[src/rtl/serial_addsub.sv]
// Bit-serial WIDTH-bit adder/subtractor: one full-adder cell reused LSB-first.
// Optional zero-result flag enabled by defining SERIAL_ADDSUB_ZERO_FLAG_EN.
module serial_addsub #(
    parameter int WIDTH = 8,
    parameter int CNT_W = 6
) (
    input  logic             clk,
    input  logic             reset,
    input  logic             start,
    input  logic [WIDTH-1:0] a,
    input  logic [WIDTH-1:0] b,
    input  logic             sub,
    output logic             busy,
    output logic             done,
    output logic [WIDTH-1:0] result,
    output logic             cout,
`ifdef SERIAL_ADDSUB_ZERO_FLAG_EN
    output logic             overflow,
    output logic             zero
`else
    output logic             overflow
`endif
);

    localparam logic [1:0] S_IDLE = 2'd0;
    localparam logic [1:0] S_RUN  = 2'd1;
    localparam logic [1:0] S_DONE = 2'd2;

    localparam logic [CNT_W-1:0] CNT_LAST = CNT_W'(WIDTH - 1);
    localparam logic [CNT_W-1:0] CNT_PREV = CNT_W'(WIDTH - 2);

    logic [1:0]       r_state;
    logic [WIDTH-1:0] r_opa;
    logic [WIDTH-1:0] r_opb;
    logic [WIDTH-1:0] r_result;
    logic [CNT_W-1:0] r_cnt;
    logic             r_carry;
    logic             r_cin_msb;
    logic             r_cout;
    logic             r_ovf;

    logic w_s;
    logic w_c;
    logic w_accept;
    logic w_last;

    // The single full-adder cell, fed from the LSBs of the shift registers.
    assign w_s = r_opa[0] ^ r_opb[0] ^ r_carry;
    assign w_c = (r_opa[0] & r_opb[0]) |
                 (r_opa[0] & r_carry) |
                 (r_opb[0] & r_carry);

    assign w_accept = (r_state == S_IDLE) && start;
    assign w_last   = (r_state == S_RUN) && (r_cnt == CNT_LAST);

    always_ff @(posedge clk or posedge reset) begin
        if (reset) begin
            r_state   <= S_IDLE;
            r_opa     <= '0;
            r_opb     <= '0;
            r_result  <= '0;
            r_cnt     <= '0;
            r_carry   <= 1'b0;
            r_cin_msb <= 1'b0;
            r_cout    <= 1'b0;
            r_ovf     <= 1'b0;
        end else begin
            unique case (r_state)
                S_IDLE: begin
                    if (start) begin
                        // Subtract as A + ~B + 1: invert B, seed carry with 1.
                        r_opa    <= a;
                        r_opb    <= b ^ {WIDTH{sub}};
                        r_carry  <= sub;
                        r_cnt    <= '0;
                        r_result <= '0;
                        r_state  <= S_RUN;
                    end
                end
                S_RUN: begin
                    r_result <= {w_s, r_result[WIDTH-1:1]};
                    r_opa    <= r_opa >> 1;
                    r_opb    <= r_opb >> 1;
                    r_carry  <= w_c;
                    r_cnt    <= r_cnt + 1'b1;
                    if (r_cnt == CNT_PREV) begin
                        r_cin_msb <= w_c;
                    end
                    if (r_cnt == CNT_LAST) begin
                        r_cout  <= w_c;
                        r_ovf   <= r_cin_msb ^ w_c;
                        r_state <= S_DONE;
                    end
                end
                S_DONE: begin
                    r_state <= S_IDLE;
                end
                default: begin
                    r_state <= S_IDLE;
                end
            endcase
        end
    end

`ifdef SERIAL_ADDSUB_ZERO_FLAG_EN
    logic r_zacc;
    logic r_zero;

    always_ff @(posedge clk or posedge reset) begin
        if (reset) begin
            r_zacc <= 1'b0;
            r_zero <= 1'b0;
        end else if (w_accept) begin
            r_zacc <= 1'b0;
            r_zero <= 1'b0;
        end else if (r_state == S_RUN) begin
            r_zacc <= r_zacc | w_s;
            if (w_last) begin
                r_zero <= ~(r_zacc | w_s);
            end
        end
    end

    assign zero = r_zero;
`endif

    assign busy     = (r_state == S_RUN) || (r_state == S_DONE);
    assign done     = (r_state == S_DONE);
    assign result   = r_result;
    assign cout     = r_cout;
    assign overflow = r_ovf;

endmodule

[config.mk]
export PLATFORM = sky130hd
export DESIGN_NAME = serial_addsub
export DESIGN_NICKNAME = d
export VERILOG_FILES = /design/src/rtl/serial_addsub.sv
export SDC_FILE = /design/constraint.sdc
export NUM_CORES = 1
export LEC_CHECK = 0
export ABC_AREA = 1
export CAP_MARGIN = 30
export CORE_MARGIN = 2
export CORE_UTILIZATION = 40
export DETAILED_ROUTE_END_ITERATION = 16
export PLACE_DENSITY_LB_ADDON = 0.05
export SLEW_MARGIN = 20
export SYNTH_ARGS = -nofsm -noshare
export SYNTH_HDL_FRONTEND = slang
export SYNTH_SLANG_ARGS = --single-unit
[constraint.sdc]
create_clock -name clk -period 1.35 [get_ports clk]
set_input_delay 0.27 -clock clk [delete_from_list [all_inputs] [get_ports clk]]
set_output_delay 0.27 -clock clk [all_outputs]
set_load 0.05 [all_outputs]
; Word-level counts from Yosys, hierarchy flattened
; Cells that the tools add are included.
[totals]
elab_cells = 45
regBits = 36
out_inout_bits = 12
[op_classes]
bitwise = 9
add_sub_neg = 1
muxes = 13
n_reduce_logical = 7
n_eq_ne = 6
[op_table]
columns = cell, count
row1 = one-hot mux 8 bit (2 select lines), 3
row2 = two-way mux 8 bit, 3
row3 = equality test 6 x 3 -> 1 bit (second input constant), 2
row4 = one-hot mux 6 bit (2 select lines), 1
row5 = AND reduction 2 bit, 4
row6 = bitwise XOR 8 bit, 1
row7 = adder 6 x 1 -> 6 bit (second input constant), 1
row8 = two-way mux 6 bit, 1
row9 = two-way mux 2 bit, 2
row10 = != test 2 bit (second input constant), 2
row11 = one-hot mux 2 bit (2 select lines), 1
row12 = bitwise AND 1 bit, 3
row13 = bitwise XOR 1 bit, 3
row14 = equality test 2 x 1 -> 1 bit (second input constant), 1
row15 = equality test 2 bit (second input constant), 1
row16 = zero test 2 bit, 1
row17 = OR 1 bit, 2
row18 = one-hot mux 1 bit (2 select lines), 1
row19 = nonzero test 2 bit, 1
row20 = logical OR 1 bit, 1
row21 = two-way mux 1 bit, 1

; Longest topological paths before layout
[depth]
word_depth = 4
depth_mapped = 10
depth_no_buf = 9

; Worst setup path after synthesis
; OpenSTA, ideal clock, no wires.
[synth_path]
kind = register to register
startpoint = register r_state[0]
endpoint = register r_carry
t_required_ns = 1.223
path_stages_with_launch = 10
t_arrival_ns = 1.167
period_less_slack_ns = 1.294
setup_slack_ns = 0.056
cell_sequence = dfrtp_1 inv_1 ha_1 inv_1 nand2_1 nand2_2 buf_6 buf_6 o211ai_1 o21ai_1
[synth_via]
elab_chain_cells = 3
[synth_lines]
columns = element, line_no
row1 = start: declaration, 32  ; logic [1:0] r_state;
row2 = start signal: assignment, 58  ; r_state <= S_IDLE;
row3 = start signal: assignment, 77  ; r_state <= S_RUN;
row4 = start signal: assignment, 92  ; r_state <= S_DONE;
row5 = equality test 2 x 1 -> 1 bit or zero test 2 bit (tied branches), 68  ; unique case (r_state)
row6 = nonzero test 2 bit (no line) or != test 2 bit (tied branches), --
row7 = AND reduction 2 bit (no line), --
row8 = end signal: assignment, 74  ; r_carry <= sub;
row9 = end signal: assignment, 84  ; r_carry <= w_c;
row10 = end: declaration, 37  ; logic r_carry;
; Parallel ways exist; a longest one is shown, timed or not.
; A chain may end at the register's enable or synchronous reset.

; Final worst setup path
[layout_path]
startpoint = register r_state[0]
endpoint = output done
[layout_via]
elab_chain_cells = 1
[layout_lines]
columns = element, line_no
row1 = equality test 2 bit, 128  ; assign done = (r_state == S_DONE);
row2 = end: declaration, 14  ; output logic done,
; Every way passes these cells.

==> results.ini <==
[outcome]
status=complete, but fails checks
violations=negative setup slack

[synthesis]
synth.most_common_cell=nand2_1
synth_top_area_share_pct=48.85
synth-async-reset-ratio_pct=100.0
yosys_warnings=0
syn_inst=224
netlist_top_cells_area=dfrtp_1 (49%), nand2_1 (12%), inv_1 (7.3%), nand3_1 (3.8%), ha_1 (3.4%)
post_synth_instance_area_um2=1844
ys.flop_type=dfrtp_1
yosys.area.top_type=dfrtp_1
synth_seq_cells=36
ys_seq_area_share_pct=48.85
avgSynthCellArea_um2=8.233
synth_cell_types=22
synth_edf_count=0
synth_nets=250
ys_top_cells_by_count=nand2_1 (59), dfrtp_1 (36), inv_1 (36)

[cells_and_area]
area_delta_synth_final_pct=57.80
drive_above_1_share_pct=28.52
num-fill-cells=336
fin_nets=303
utilization_pct=66.38
fin_cells=329
n_antenna_cell=0
final_cell_area_um2=2910

[timing]
layout_min_cycle_time_ns=1.416
report.final.slew_viol_count=0
rsz0062_at_grt=true
fin_crit_sh_pct=104.9
worstMarginPinSlew_ns=0.2751
fin_ws_ns=-0.06550
finalSetupViolations=13
fin_skew_ns=0.007838
hold_viol=0
maxSlewHeadroom_pct=81.60
fmax_mhz=706.5

[global_route]
grt_usage_pct=15.87
grt_first_pass_wirelength_mm=6.458
antenna_found_initial=0
grt_max_degree=37
grt-ovfl-total=0
grt_pass1_vias=1472

[job]
maxCapViolCount=0

[clocking]
cts_made_buffers=5
clk_latency_ns=0.28
path_clk_slew_ns=0.07
htreeDepth=2
postCtsHoldBufs=0
cts_tree=yes
cts.sinks=36
clockBufferDepth=2
ctsRootBufferMaster=clkbuf_8

[place]
gp_congestion=0.7696
io_buffers=31
place_ws_ns=-0.1344
dp.cells=312
hpwl_mm=2.793
postPlaceCellArea_um2=2401

[floorplanning]
die_width_um=71.90
coreArea_um2=4384
ios=32
die_y_um=71.90
rows=24
start_util_pct=42.07
die-area_um2=5170

[critical_path]
critPathKind=reg -> out
r2r_end=r_opa[4]
start_kind=flop
critPathArrivalTime_ns=1.15
timing.rr.start=r_state[0]
startpoint=r_state[0]
worstSetupEndpointType=output port
critPathMaxFanout=3
reg2regPathDepth=7
required_ns=1.08
rrSetupSlack_ns=-0.04

[pwr]
powerDensity_nw_per_um2=2268
peakVddDrop_uv=1086
leakage_nw=1.312

[route]
dr.pass1.iters=4
ant_nets=0
vias_per_cell=5.030
drt_wl_total_mm=4.628
num_vias=1655
drc_errors=0
drt_iter0_drc=70
wl_per_cell_um=14.07

[worst_hold_path]
hold_path_class=in -> async

## layout make-up
class | count | area [um^2] | area share [%]
multi-input cells | 144 | 973.4 | 33.45
clock buffers | 7 | 96.34 | 3.310
flip-flops and latches | 36 | 900.9 | 30.95
inverters | 36 | 143.9 | 4.944
repair buffers | 54 | 730.7 | 25.11
well taps | 52 | 65.06 | 2.236
## what timing repair did
action / in CTS / in global routing
setup endpoints to repair: 32 / 38
gates cloned: 0 / 6
pin swaps: 1 / 19
buffers inserted: 2 / 2
resized for setup: 17 / 48
## worst max-delay path: stages (launching register included)
cell	delay, ns
dfrtp_1	0.39
inv_2	0.07
buf_6	0.12
ha_4	0.15
buf_12	0.14
## placed cells by master, fill, tap and decap left out, types with 3 or more instances in the layout
cell type	instances
a31oi_1	7
buf_12	15
buf_4	8
buf_6	8
clkbuf_16	3
clkbuf_8	7
clkdlybuf4s50_1	19
dfrtp_1	36
ha_4	3
inv_1	31
nand2_1	50
nand2_2	6
nand2_4	4
nand2_8	3
nand3_1	12
nand4_1	6
nor2_1	11
nor2_4	3
o211ai_1	6
o21ai_1	14
o22ai_2	6
## kinds of logic (layout without fill, tap and decap cells)
kind of cell	count (synthesis)	in the layout	synth area share, %
AOI/OAI and AO/OA	37	37	11.94
adders and majority gates	6	6	4.478
and+or+nand+nor	97	99	22.32
xor gates and xnor gates	2	2	0.9500
DFF	36	36	48.85
buffers and inverters	46	97	11.47
## power by group
part | internal, mW | switching [mW] | leakage (nW)
Combinational | 1.93 | 2.10 | 0.806
Clock | 0.455 | 0.371 | 0.0503
Sequential | 1.48 | 0.267 | 0.456
## sequential cells by signal, summed over array words and instances (netlist names)
signal / flops
r_opb: 8
result: 8
r_opa: 8
r_cin_msb: 1
overflow: 1
r_carry: 1
r_state: 2
cout: 1
r_cnt: 6
## worst max path at each step
stage               slack, ns  depth (start not counted)  endpoint
detailed placement      -0.13                          8  r_cnt[5]
CTS                     -0.06                          3      done
finish                  -0.07                          4      done
floorplan                0.06                          9   r_carry
global placement        -0.11                          4  r_cnt[1]
global route            -0.12                          7  r_opa[4]
## per-layer routing
metal / vias up / part of all wire [%] / global-route usage [%]
met2: 42 / 52 / 25.62
li1: 829 / - / -
met1: 782 / 44 / 21.82
met3: 2 / 3.6 / 3.333
met5: - / 0 / 0
met4: 0 / 0.48 / 4.403
## through the flow
stage / setup TNS [ns] / power [mW] / hold slack, ns
after floorplan: 0 / 3.475 / 0.4107
after global placement: -2.439 / 4.456 / 0.4658
after detailed placement: -3.249 / 4.487 / 0.4706
after CTS: -0.2031 / 5.539 / 0.3477
after global routing: -2.115 / 7.019 / 0.3685
final: -0.2824 / 6.602 / 0.3373
Power figures use the tool's default switching activity.
==> RTL edit 1, RTL diff (same flow settings) <==
`CNT_W`: 6 -> 3.
--- a/src/rtl/serial_addsub.sv
+++ b/src/rtl/serial_addsub.sv
@@ -2,7 +2,7 @@
 // Optional zero-result flag enabled by defining SERIAL_ADDSUB_ZERO_FLAG_EN.
 module serial_addsub #(
     parameter int WIDTH = 8,
-    parameter int CNT_W = 6
+    parameter int CNT_W = 3
 ) (
     input  logic             clk,
     input  logic             reset,
Function: same outputs for any inputs over 10 cycles, from zero or initial values and one cycle with reset high; that may be too few to reach the edited logic, so the function may still have changed.
==> RTL edit 1 against the unedited design <==
  * The run still ends with negative setup slack left
  * Worst setup slack lost 0.017 ns
  * Sequential cell count shrank 3
  * Area after synthesis down 7.2%
  * Wire length shrank 18%
  * Total power fell by 5.0%
  * Count of clock-buffer cells in the layout is the same
  * Via count down 11%
  * Critical path depth is the same
  * Cell count decreased by 3.6%
  * Sequential share of layout area up 0.31 points
  * Final area down 9.2%
  * Global-route usage is 0.38 points higher
  * Clock power is 18% higher
  * Largest cell class unchanged
  * Largest power group unchanged
==> RTL edit 1: results <==
[timing]
maxSlewHeadroom = 0.845
worst_slack_ns = -0.0823
finalSetupTns_ns = -0.307
final-setup-viol-count = 8
worst_clock_skew_ns = 0.0102

[route]
detail_route.wl_per_cell_um = 11.9
number_of_drc_markers_after_the_initial_detailed_route_iteration = 63
dr_total_vias = 1473
finalWirelength_um = 3780
detail_route.first_pass.iterations = 4

[power]
pwr-share-comb = 0.592
share_clk_of_total_power = 0.155
swShare = 0.416
p_leak_nw = 1.31
power_switching_mw = 2.61
ir_drop_mv = 1.06

[logic_synthesis]
synthTopCellsByArea = "dfrtp_1, nand2_1, o21ai_0"
synthCells = 217
yosys_most_used_dff = "dfrtp_1"
seq_total_area_yosys = 0.482
synth_cell_types = 17
yosys_warnings = 0
synthXorXnorAreaFrac = 0.0102
synth_fa_ha_area_frac = 0.0556
synth.area.mux_share = 0
compound_gate_fraction_of_synth_area = 0.0936
post_synth_most_frequent_cells = "nand2_1, dfrtp_1, o21ai_0, inv_1, nand3_1"
ys_async_sr_fraction = 1.00
synth_nets = 244

[global_route]
grt_pass1_vias = 1394
grt_first_pass_wirelength_um = 6350
groute.usage.overall = 0.163
pin_count_of_the_biggest_net_entering_global_routing = 34
grt_antenna_before_repair = 0

[setup_path]
launch_instance_of_the_worst_register_to_register_path = "r_state[0]"
cp_slowest_stage_delay_ns = 0.39
cp_data_arrival_time_ns = 1.16
critical_path_s_slowest_cell = "dfrtp_1"
critical-path-top-delay-family = "flip-flops"
worstReg2RegEnd = "r_opa[4]"
critPathMaxFanout = 3

[outcome]
violations = "negative setup slack"
status = "finished with violations"

[clock_tree]
cts-root-buf = "clkbuf_8"
cts_buffers = 5
clock_insertion_delay_worst_skew_ns = 0.29
cts-htree-levels = 2
clockBufferDepth = 2
clkSlewWorstSetupHoldPaths_ns = 0.08

[min_path]
min_path_type = "in2async"

[placed_design]
hpwl_um = 2390
post-place-cells = 304
pre_cts_ws_ns = -0.102
port_buffers = 31
gp_routability_congestion = 0.783

[layout]
num-nets-final = 293
layout-drive-gt1-share = 0.243
antenna_diode_count = 0
[RTL edit 1: worst max path at each step]
stage | startpoint | to | slack (ns) | cells past startpoint
CTS | r_state[0] | done | -0.07 | 4
floorplan | r_state[0] | result[7] | 0.01 | 8
global placement | r_cnt[1] | r_state[1] | -0.08 | 4
detailed placement | r_state[0] | r_opb[0] | -0.10 | 8
global route | r_state[0] | done | -0.13 | 4
finish | r_state[0] | done | -0.08 | 4
[RTL edit 1: what timing repair did]
item                       CTS  global route
pin swaps                    3             3
buffers inserted             0             1
gates cloned                 2             2
gates resized for setup      9            45
setup endpoints to repair   32            29
[RTL edit 1: cell type report]
| cell class | instances | area, um2 |
|---|---|---|
| clock buffers | 7 | 86.3 |
| flip-flops and latches | 33 | 826 |
| inverters | 25 | 101 |
| repair buffers | 48 | 653 |
| clock inverters | 1 | 30.0 |
| fillers | 329 | 1420 |
| multi-input cells | 153 | 882 |
| well taps | 50 | 62.6 |
[RTL edit 1: routing by layer]
metal | GRT usage | vias to the layer above | share of wire
li1 | - | 776 | -
met1 | 0.223 | 662 | 0.48
met2 | 0.253 | 31 | 0.46
met3 | 0.0392 | 4 | 0.043
met4 | 0.0523 | 0 | 0.010
met5 | 0 | - | 0
[RTL edit 1: metrics by stage]
| step | hold WS, ns | cell area, um2 |
|---|---|---|
| after floorplan | 0.399 | 1710 |
| after global placement | 0.465 | 2280 |
| after detailed placement | 0.468 | 2280 |
| after CTS | 0.334 | 2440 |
| after global routing | 0.376 | 2640 |
| final | 0.323 | 2640 |
[RTL edit 1: worst register-to-register path, stage by stage (launching register included)]
cell       delay, ns
dfrtp_1         0.39
buf_4           0.14
ha_4            0.16
inv_8           0.07
o21ai_4         0.25
clkbuf_16       0.20
nand2_2         0.05
o21ai_1         0.07
==> RTL edit 2, RTL diff (config.mk and constraints unchanged) <==
Without the edit above. Put a register stage on the outputs `busy` and `done`. The values now appear one clock later. The other outputs are not delayed to match.
--- a/src/rtl/serial_addsub.sv
+++ b/src/rtl/serial_addsub.sv
@@ -124,8 +124,10 @@
     assign zero = r_zero;
 `endif
 
-    assign busy     = (r_state == S_RUN) || (r_state == S_DONE);
-    assign done     = (r_state == S_DONE);
+    always_ff @(posedge clk) begin
+        busy <= (r_state == S_RUN) || (r_state == S_DONE);
+        done <= (r_state == S_DONE);
+    end
     assign result   = r_result;
     assign cout     = r_cout;
     assign overflow = r_ovf;
Behaviour: not the same (a bounded check fails within 4 cycles, from zero or initial values and one cycle with reset high).
==> RTL edit 2 against the unedited design <==
  * The run still ends with negative setup slack left
  * Total power down 12%
  * Final area shrank 7.3%
  * Global-route usage grew 0.85 points
  * Worst setup slack better by 0.065 ns
  * Clock skew down 0.0019 ns
  * Wire length down 12%
  * Sequential cell count is 2 higher
  * Worst hold slack lost 0.010 ns
  * Area after synthesis up 2.2%
  * Core utilization decreased by 5.7 points
  * Highest routed layer unchanged
==> RTL edit 2: results <==
[global_route]
grt_pass1_vias = 1492
groute.usage.overall = 0.167
grt_antenna_before_repair = 0
grt_first_pass_wirelength_um = 6760

[setup_path]
cp_slowest_stage_delay_ns = 0.43
critical_path_s_slowest_cell = "dfrtp_1"
critPathMaxFanout = 3
cp_data_arrival_time_ns = 1.53

[logic_synthesis]
synth.area.mux_share = 0
synthXorXnorAreaFrac = 0.00930
post_synth.cell_area_avg_um2 = 8.34
synth_nets = 252
compound_gate_fraction_of_synth_area = 0.117
synth_cell_types = 23
seq_total_area_yosys = 0.499
synth_fa_ha_area_frac = 0.0438
synthTopCellsByArea = "dfrtp_1, nand2_1, inv_1"
ys_async_sr_fraction = 0.947
yosys_warnings = 0

[timing]
report.final.hold_viol_count = 0
worst_slack_ns = -0.000866
final-setup-viol-count = 1
finalSetupTns_ns = -0.000866
maxSlewHeadroom = 0.832
worst_clock_skew_ns = 0.00589

[layout]
num-nets-final = 297
fill_cells = 383
layout-drive-gt1-share = 0.195
syn_to_final_growth_pct = 43.2

[clock_tree]
clockBufferDepth = 2
cts_buffers = 5
cts-root-buf = "clkbuf_8"
clock_insertion_delay_worst_skew_ns = 0.29

[route]
detail_route.vias_per_cell = 4.92
detail_route.first_pass.iterations = 4
dr_total_vias = 1593
finalWirelength_um = 4050
number_of_drc_markers_after_the_initial_detailed_route_iteration = 51

[placed_design]
hpwl_um = 2790
port_buffers = 31
placed_instance_area_um2 = 2430
post-place-cells = 312
pre_cts_ws_ns = -0.171
gp_routability_congestion = 0.749

[power]
swShare = 0.403
ir_drop_mv = 1.05
comb_cell_power_mw = 3.13
power_switching_mw = 2.33
share_clk_of_total_power = 0.139
p_leak_nw = 1.25

[min_path]
min_path_type = "in2async"

[outcome]
status = "finished with violations"
violations = "negative setup slack"
==> RTL edit 2: changes by cell type after synthesis, sizes merged <==
cell and delta:
dfxtp +2
==> RTL edit 2: logic make-up after synthesis <==
kind of cell | after synthesis
buffers and inverters | 46
adders and majority gates | 6
AOI/OAI and AO/OA | 37
DFF | 38
xor gates and xnor gates | 2
and+or+nand+nor | 97
==> RTL edit 2: area by class of cell <==
| class | count | share of cell area |
|---|---|---|
| Tap cell | 52 | 0.0241 |
| Timing Repair Buffer | 47 | 0.237 |
| Multi-Input combinational cell | 143 | 0.305 |
| Inverter | 36 | 0.0510 |
| Sequential cell | 38 | 0.349 |
| Clock buffer | 8 | 0.0334 |
==> RTL edit 2: path summary, 6_finish.rpt <==
check,start,endpoint,slack [ns],cells past startpoint
worst max-delay path,r_state[0],r_state[1],-0.0009,7
worst min-delay path,reset,result[0],0.33,3
worst max register to register,r_state[0],r_state[1],-0.0009,7
worst min register to register,r_opb[7],r_opb[7],0.50,2
max in group asynchronous,reset,r_cnt[5],0.84,3
min in group clk,r_opb[7],r_opb[7],0.50,2
==> RTL edit 2: timing repair <==
item | 4_1_cts | 5_1_grt
gates resized for setup | 10 | 22
pin swaps | 0 | 7
setup endpoints to repair | 27 | 34
gates cloned | 1 | 2
buffers inserted | 0 | 1
==> RTL edit 2: critical path, delay by kind of cell, from the launching register on <==
family / cells / cell delay [ns]
DFF: 1 / 0.43
and+or+nand+nor: 3 / 0.40
buffers and inverters: 3 / 0.26
adders and majority gates: 1 / 0.15
==> RTL edit 2: routing by layer <==
metal  wire, um  vias to the layer above  track usage
met3        160                        6       0.0483
met5          0                        -            0
met1       1930                      735        0.223
met4         65                        0       0.0556
li1           -                      816            -
met2       1900                       36        0.263
